`src/rtl/h14tx_pkg.sv`:
```
// rtl/h14tx_pkg.sv - shared types, TMDS code words and helper functions for the HDMI 1.4 TMDS encoder
package h14tx_pkg;

  // Period type carried alongside every pixel; values 5..7 fall back to CTRL.
  typedef enum logic [2:0] {
    CTRL        = 3'd0,
    VIDEO       = 3'd1,
    VIDEO_GUARD = 3'd2,
    DATA_ISLAND = 3'd3,
    DATA_GUARD  = 3'd4
  } tmds_mode_t;

  // Control-period symbols indexed by {c1,c0}; bit 0 is sent first.
  localparam logic [3:0][9:0] CTRL_CODES = {
    10'b1010101011,  // 11
    10'b0101010100,  // 10
    10'b0010101011,  // 01
    10'b1101010100   // 00
  };

  // Video leading guard band: channels 0 and 2 share one word, channel 1 uses the other.
  localparam logic [9:0] VIDEO_GUARD_CH02 = 10'b1011001100;
  localparam logic [9:0] VIDEO_GUARD_CH1  = 10'b0100110011;

  // Data-island guard band on channels 1 and 2.
  localparam logic [9:0] DATA_GUARD_WORD = 10'b0100110011;

  // TERC4 code words indexed by nibble value.
  localparam logic [15:0][9:0] TERC4_TABLE = {
    10'b1011000011,  // 1111
    10'b0101100011,  // 1110
    10'b1001110001,  // 1101
    10'b1010001110,  // 1100
    10'b1011000110,  // 1011
    10'b0110011100,  // 1010
    10'b0100111001,  // 1001
    10'b1011001100,  // 1000
    10'b0100111100,  // 0111
    10'b0110001110,  // 0110
    10'b0100011110,  // 0101
    10'b0101110001,  // 0100
    10'b1011100010,  // 0011
    10'b1011100100,  // 0010
    10'b1001100011,  // 0001
    10'b1010011100   // 0000
  };

  // Number of ones in a byte.
  function automatic logic [3:0] ones8(input logic [7:0] d);
    logic [3:0] n;
    n = '0;
    for (int i = 0; i < 8; i++) begin
      n = n + {3'b000, d[i]};
    end
    return n;
  endfunction

  // Transition-minimised stage: XNOR chain for dense bytes, XOR chain otherwise;
  // bit 8 records which chain was used (1 = XOR).
  function automatic logic [8:0] tmds_qm(input logic [7:0] d);
    logic [8:0] q;
    logic [3:0] n1;
    logic       use_xnor;
    n1       = ones8(d);
    use_xnor = (n1 > 4'd4) || ((n1 == 4'd4) && !d[0]);
    q        = '0;
    q[0]     = d[0];
    for (int i = 1; i < 8; i++) begin
      q[i] = use_xnor ? ~(q[i-1] ^ d[i]) : (q[i-1] ^ d[i]);
    end
    q[8] = ~use_xnor;
    return q;
  endfunction

endpackage

```
`src/rtl/h14tx_tmds_chan_enc.sv`:
```
// rtl/h14tx_tmds_chan_enc.sv - one TMDS lane: video encode with running disparity, control, TERC4 and guard words
module h14tx_tmds_chan_enc
  import h14tx_pkg::*;
#(
  parameter int unsigned ChanIdx = 0
) (
  input  logic       pixel_clk,
  input  logic       rst,
  input  tmds_mode_t mode_i,
  input  logic [7:0] video_i,
  input  logic [1:0] ctrl_i,
  input  logic [3:0] terc4_i,
  output logic [9:0] chan_o
);

  // Lane 1 carries the odd video guard word; lanes 0 and 2 the even one.
  localparam logic [9:0] GuardWord = (ChanIdx == 1) ? VIDEO_GUARD_CH1 : VIDEO_GUARD_CH02;

  logic [8:0]        qm_d;
  logic [8:0]        qm_q;
  tmds_mode_t        mode1_q;
  logic [1:0]        ctrl1_q;
  logic [3:0]        terc41_q;

  logic [9:0]        chan_d;
  logic [9:0]        chan_q;
  logic signed [4:0] cnt_d;
  logic signed [4:0] cnt_q;

  logic signed [4:0] n1_s;
  logic signed [4:0] n0_s;
  logic signed [4:0] diff_s;

  // Stage 1 combinational: transition minimisation of the incoming byte.
  always_comb begin
    qm_d = tmds_qm(video_i);
  end

  // Stage 1 register: q_m plus the side-band fields that travel with the pixel.
  always_ff @(posedge pixel_clk or posedge rst) begin
    if (rst) begin
      qm_q     <= '0;
      mode1_q  <= CTRL;
      ctrl1_q  <= '0;
      terc41_q <= '0;
    end else begin
      qm_q     <= qm_d;
      mode1_q  <= mode_i;
      ctrl1_q  <= ctrl_i;
      terc41_q <= terc4_i;
    end
  end

  // Stage 2 combinational: pick the symbol for this period and update disparity.
  always_comb begin
    n1_s   = $signed({1'b0, ones8(qm_q[7:0])});
    n0_s   = 5'sd8 - n1_s;
    diff_s = n1_s - n0_s;
    chan_d = CTRL_CODES[ctrl1_q];
    cnt_d  = 5'sd0;
    case (mode1_q)
      VIDEO: begin
        if ((cnt_q == 5'sd0) || (n1_s == n0_s)) begin
          chan_d = {~qm_q[8], qm_q[8], qm_q[8] ? qm_q[7:0] : ~qm_q[7:0]};
          cnt_d  = qm_q[8] ? (cnt_q + diff_s) : (cnt_q - diff_s);
        end else if (((cnt_q > 5'sd0) && (n1_s > n0_s)) ||
                     ((cnt_q < 5'sd0) && (n0_s > n1_s))) begin
          chan_d = {1'b1, qm_q[8], ~qm_q[7:0]};
          cnt_d  = cnt_q + (qm_q[8] ? 5'sd2 : 5'sd0) - diff_s;
        end else begin
          chan_d = {1'b0, qm_q[8], qm_q[7:0]};
          cnt_d  = cnt_q - (qm_q[8] ? 5'sd0 : 5'sd2) + diff_s;
        end
      end
      VIDEO_GUARD: begin
        chan_d = GuardWord;
      end
      DATA_ISLAND: begin
        chan_d = TERC4_TABLE[terc41_q];
      end
      DATA_GUARD: begin
        chan_d = (ChanIdx == 0) ? TERC4_TABLE[terc41_q] : DATA_GUARD_WORD;
      end
      default: begin
        chan_d = CTRL_CODES[ctrl1_q];
      end
    endcase
  end

  // Stage 2 register: output symbol and running disparity; reset idles on control code 00.
  always_ff @(posedge pixel_clk or posedge rst) begin
    if (rst) begin
      chan_q <= CTRL_CODES[0];
      cnt_q  <= 5'sd0;
    end else begin
      chan_q <= chan_d;
      cnt_q  <= cnt_d;
    end
  end

  assign chan_o = chan_q;

endmodule

```
`src/rtl/h14tx_tmds_encoder.sv`:
```
// rtl/h14tx_tmds_encoder.sv - three-lane HDMI 1.4 TMDS encoder with optional DVI-only data-island suppression
module h14tx_tmds_encoder
  import h14tx_pkg::*;
#(
  parameter bit DviOnly = 1'b0
) (
  input  logic            pixel_clk,
  input  logic            rst,
  input  tmds_mode_t      mode,
  input  logic [2:0][7:0] video,
  input  logic [2:0][1:0] ctrl,
  input  logic [2:0][3:0] terc4,
  output logic [2:0][9:0] chan
);

  tmds_mode_t mode_eff;

  // A DVI sink cannot accept data islands, so those periods are sent as control.
  always_comb begin
    mode_eff = mode;
    if (DviOnly && ((mode == DATA_ISLAND) || (mode == DATA_GUARD))) begin
      mode_eff = CTRL;
    end
  end

  for (genvar i = 0; i < 3; i++) begin : g_chan
    h14tx_tmds_chan_enc #(
      .ChanIdx(i)
    ) u_enc (
      .pixel_clk(pixel_clk),
      .rst      (rst),
      .mode_i   (mode_eff),
      .video_i  (video[i]),
      .ctrl_i   (ctrl[i]),
      .terc4_i  (terc4[i]),
      .chan_o   (chan[i])
    );
  end

endmodule

```
`config.mk`:
```
export PLATFORM = sky130hd
export DESIGN_NAME = h14tx_tmds_encoder
export DESIGN_NICKNAME = d
export VERILOG_FILES = /design/src/rtl/h14tx_pkg.sv /design/src/rtl/h14tx_tmds_chan_enc.sv /design/src/rtl/h14tx_tmds_encoder.sv
export SDC_FILE = /design/constraint.sdc
export NUM_CORES = 1
export LEC_CHECK = 0
export CAP_MARGIN = 15
export CORE_ASPECT_RATIO = 1.2
export CORE_MARGIN = 2
export CORE_UTILIZATION = 60
export DETAILED_ROUTE_END_ITERATION = 10
export GPL_TIMING_DRIVEN = 0
export PLACE_DENSITY = 0.83
export SLEW_MARGIN = 20
export SYNTH_ARGS = -nofsm -noshare
export SYNTH_HDL_FRONTEND = slang
export SYNTH_SLANG_ARGS = --single-unit
```
`constraint.sdc`:
```
create_clock -name pixel_clk -period 7.9 [get_ports pixel_clk]
set_clock_uncertainty 0.15 [all_clocks]
set_input_delay 1.58 -clock pixel_clk [delete_from_list [all_inputs] [get_ports pixel_clk]]
set_output_delay 1.58 -clock pixel_clk [all_outputs]
set_load 0.01 [all_outputs]
```
### Yosys cells after proc, flatten, opt, wreduce, memory -nomap -nowiden

Memories as Yosys holds them, arrays and structs flattened.
Index checks and enable logic that the tools add are counted.

| word-level totals | value |
|---|---|
| bits in registers | 93 |
| memory bits (read-only) | 480 |
| input port bits | 47 |
| output and inout port bits | 30 |
| logic and storage cells | 253 |
| memories | 3 |

| operators by class | value |
|---|---|
| add/subtract/negate cells | 66 |
| order comparisons | 21 |
| equality and inequality tests | 10 |
| multiplexer cells | 60 |
| bitwise logic cells | 51 |
| reduce and logical (&&, ||, !) cells | 26 |

Memory list:

| memory | depth | bits a word | read ports | clocked after Yosys merged registers in | write ports | RTL line | RTL |
|---|---|---|---|---|---|---|---|
| (name not given) | 16 | 10 | 1 | 0 | 0 | h14tx_tmds_chan_enc.sv:79 | `chan_d = TERC4_TABLE[terc41_q];` |
| (name not given) | 16 | 10 | 1 | 0 | 0 | h14tx_tmds_chan_enc.sv:79 |  |
| (name not given) | 16 | 10 | 1 | 0 | 0 | h14tx_tmds_chan_enc.sv:79 |  |

Operators by type and width:

| cell | count |
|---|---|
| $add 4x1->4 | 36 |
| $mux 10 | 12 |
| $bmux 10 s2 | 3 |
| $mux 5 | 12 |
| $pmux 10 s3 | 2 |
| $sub 5x5->5 | 12 |
| $add 5x5->5 | 9 |
| $pmux 10 s4 | 1 |
| $gt 5x5->1 | 6 |
| $not 1->1 | 27 |
| $mux 8 | 3 |
| $not 8->8 | 3 |
| $mux 1 | 21 |
| $xor 1x1->1 | 21 |
| $eq 5x5->1 | 3 |
| $gt 5x1->1 const B | 3 |
| $logic_not 5->1 | 3 |
| $lt 4x5->1 const B | 3 |
| $lt 5x1->1 const B | 3 |
| $sub 4x4->5 const A | 3 |
| $add 1x1->2 | 6 |
| $eq 4x3->1 const B | 3 |
| $gt 4x3->1 const B | 3 |
| $mux 2 | 6 |
| other kinds (8) | 30 |

### Longest topological paths before layout

| depth | value |
|---|---|
| depth in word-level cells | 29 |
| gate-level depth with buffers | 17 |
| gate-level depth less buffers | 17 |

### By module

A second synthesis with hierarchy kept.

| second synthesis, totals | value |
|---|---|
| cells, all modules | 875 |
| area total of the unflattened synthesis | 8375.5 um2 |

By module, submodules not included:

| module | instances | cells an instance | area an instance (um2) |
|---|---|---|---|
| h14tx_tmds_chan_enc (g_chan[2].u_enc) | 1 | 298 | 2856.5 |
| h14tx_tmds_chan_enc (g_chan[0].u_enc) | 1 | 301 | 2821.5 |
| h14tx_tmds_chan_enc (g_chan[1].u_enc) | 1 | 276 | 2697.6 |

### Least setup slack after synthesis

No wires, ideal clock.

| timing | value |
|---|---|
| path kind | input -> register |
| start point | input port video[8] (netlist bit) |
| end point | register g_chan[1].u_enc.qm_q[7] |
| data arrival time | 4.699 ns |
| setup slack | 2.924 ns |
| cell stages on the path | 12 |
| cell sequence | ha_1 inv_1 fa_1 fa_1 inv_1 fa_1 fa_1 nor3b_1 o21ai_0 a21oi_1 xnor2_1 xnor2_1 |

| between the ends | value |
|---|---|
| cells in the longest elaborated chain, start to end | 29 |
| elaborated cells between the ends (all ways) | 33 |
| those cells by class | add/sub: 7; order compare: 1; eq/ne: 1; mux: 7; bitwise: 14; reduce/logical: 3 |

Ends and longest elaborated chain:

| what | RTL line | RTL |
|---|---|---|
| from (decl) | h14tx_tmds_encoder.sv:10 | `input logic [2:0][7:0] video,` |
| parallel branches: the longest is 28 deep, another holds $add 4x1->4 | n/a |  |
| $mux 1 * | h14tx_pkg.sv:69 | `q[i] = use_xnor ? ~(q[i-1] ^ d[i]) : (q[i-1] ^ d[i]);` |
| net g_chan[1].u_enc.qm_d[7] | h14tx_tmds_chan_enc.sv:19 | `logic [8:0] qm_d;` |
| to (signal assigned) | h14tx_tmds_chan_enc.sv:47 | `qm_q <= qm_d;` |
| to (decl) | h14tx_tmds_chan_enc.sv:20 | `logic [8:0] qm_q;` |

Mark *: on every way through the listed nets, which the timed path passes.

### Worst setup path after layout

Same ends and word-level chain as after synthesis.

==> results.ini <==
[detailed_routing]
wirelength_mm=17.9
drt_iter0_drc=420
vias=6511
drc=0
wl_met2_mm=8.99
routedWlPerCell_um=15.7
ant_nets=0
dr.pass1.iters=5
dr.max_layer_used=met4
vias_per_cell=5.70
met3WireLength_um=864
drt-met1-wl_mm=7.40

[clock_tree]
cts.sinks=93
cts_root_buf=clkbuf_16
cts_resized=0
clk-insertion-delay-late_ns=0.37
cts_max_path_buffers=2
clk_pin_slew_ns=0.07
hold_buffers=0
post_cts_buffers=0
cts_made_buffers=9
cts_tree=done
h-tree-depth=3

[grt]
grt_overflow_total=0
grt_max_degree=52
antenna_found_initial=0
first_global_vias=6645
grt_pass1_wl_mm=30.7
grtUsageTotal_pct=26.5

[worst_setup_path]
critPathSlowestCell=fa_1
critPathMaxFanout=5
path_class=in2reg
critPathBufInv=3
path_delay_family=adder cells
critPathMaxStageDelay_ns=0.50
crit_top_cell=fa_1
cp.arrival_ns=5.51
end_kind=register
required_ns=8.04
cp-start-kind=input port
crit_chain=clkdlybuf4s50_1, ha_1, inv_1, fa_1, fa_1, inv_1, fa_1, fa_1, nor3b_1, o21ai_0, a21oi_1, xnor2_1, xnor2_1

[yosys]
avgSynthCellArea_um2=9.22
ys_seq_area_share_pct=28.9
synth_area_um2=8130
synthesis.nets=1064
synth_cell_type_count=60
ys.flop_type=dfrtp_1
synth-edff-count=0
netlist_instances=882
yosys_warnings=0
synth_area_leaders=dfrtp_1 (24%), ha_1 (15%), fa_1 (9.6%)
synth-seq-cells=93
yosysTopAreaCell=dfrtp_1
async_flop_share_pct=100
synth_top_area_share_pct=24.0

[hold_path]
hp-class=reg2reg

[timing]
min_period_ns=5.37
hold-worst-slack_ns=0.347
hold_viol_final=0
setup_viol=0
setup_tns_ns=0
rsz0062_at_grt=false
max_freq_mhz=186
max-slew-margin-rel_pct=48.8
finalCritPeriodShare_pct=67.9
slew_viol_final=0
worst_slew_pin_slew_ns=0.768

[final_layout]
drive_above_1_share_pct=5.33
finalNetCount=1152
nFillCells=1005
diodes=0
finalInstanceArea_um2=9450
syn_to_final_growth_pct=16.2
utilization_pct=71.4

[run_status]
status=finished clean

[floorplan]
die_h_um=132
die_w_um=110
initial_core_util_pct=61.4
ios=77
coreArea_um2=13200
fp.dieArea_um2=14500
rows=46

[job]
maxCapViolations=0

[placement]
gp_congestion=0.886
post-dp-hpwl_mm=13.9
postPlaceCellArea_um2=9130
io_buffers=76

[through the flow]
step | cells | worst slack, ns
CTS | 1143 | 2.49
detailed placement | 1127 | 2.12
finish | 1143 | 2.53
floorplan | 882 | 2.92
global placement | 1126 | 2.22
global route | 1143 | 2.26
[registers in the layout, summed over array words and instances, names as in the netlist]
name                   flops
g_chan.u_enc.chan_o       30
g_chan.u_enc.qm_q         27
g_chan.u_enc.terc41_q     12
g_chan.u_enc.cnt_q        15
g_chan.u_enc.ctrl1_q       6
g_chan.u_enc.mode1_q       3
[synth_stat cells (4+ instances only)]
cell	count
inv_1	129
ha_1	96
dfrtp_1	78
xnor2_1	64
a21oi_1	52
o21ai_0	49
nor2_1	45
nand2_1	40
fa_1	39
clkbuf_1	24
nand3_1	23
nor3_1	16
dfstp_2	15
mux2i_1	15
xor2_1	14
a211oi_1	12
a211o_1	11
a21o_1	11
nor2b_1	11
nor3b_1	10
o211ai_1	10
nand2b_1	9
o311ai_0	9
o31ai_1	8
or4_1	8
and2_1	7
a31oi_1	6
and3_1	6
o221ai_1	6
o22ai_1	6
o21a_1	5
buf_1	4
nand3b_1	4
nor4_1	4
or2_2	4
[cells in the final DEF (no fill, tap or decap), types with 6 or more instances in the layout]
cell type,n
nor2_1,45
dfstp_2,15
nor2b_1,11
clkdlybuf4s50_1,76
mux2i_1,15
o221ai_1,6
a31oi_1,6
o22ai_1,6
nand2_1,40
o31ai_1,8
clkbuf_1,24
a211o_1,11
a21oi_1,52
o211ai_1,10
a211oi_1,12
nand2b_1,9
nand3_1,23
nor3b_1,10
inv_1,128
o21ai_0,49
and2_1,7
nor3_1,16
xnor2_1,64
dfrtp_1,78
o311ai_0,9
a21o_1,11
ha_1,96
and3_1,6
clkbuf_16,9
fa_1,39
or4_1,8
xor2_1,14
[final cells by class]
cell class              instances  area (um^2)  area share (%)
multi-input cells             630         5180            54.9
plain buffers                  30          115            1.22
flip-flops and latches         93         2350            24.8
well taps                     168          210            2.23
repair buffers                 77          788            8.35
clock buffers                   9          225            2.38
inverters                     129          487            5.15
clock inverters                 7         88.8           0.941
[final timing paths]
kind                            slack, ns  cells after the start                        end                      from
worst max-delay path                 2.53                     13    g_chan[1].u_enc.qm_q[7]                  video[8]
worst min-delay path                 0.35                      1   g_chan[1].u_enc.cnt_q[0]  g_chan[1].u_enc.cnt_q[0]
worst max register to register       2.76                     15  g_chan[1].u_enc.chan_o[1]   g_chan[1].u_enc.qm_q[0]
worst min register to register       0.35                      1   g_chan[1].u_enc.cnt_q[0]  g_chan[1].u_enc.cnt_q[0]
max in group asynchronous            5.44                      3  g_chan[0].u_enc.chan_o[2]                       rst
min in group asynchronous            1.47                      2    g_chan[0].u_enc.qm_q[2]                       rst
[metal layers]
metal  vias up  global-route usage (%)
met4         0                    11.9
met2       183                    43.9
li1       3170                       -
met5         -                       0
met3        47                    3.97
met1      3111                    33.9
[logic make-up (layout without fill, tap and decap cells)]
family                   count (synthesis)  count (layout)  synth area share (%)
AO/OA/AOI/OAI                          202             202                  16.3
XOR/XNOR                                79              79                  8.60
adder cells (fa/ha/maj)                135             135                  24.4
buffers and inverters                  159             252                  7.37
flip-flops                              93              93                  28.9
multiplexers                            16              16                  1.99
AND/OR/NAND/NOR                        198             198                  12.5
Power is left out: the tool's default activity adds up to more than one toggle a clock period on the data nets, which glitch-free logic cannot reach.
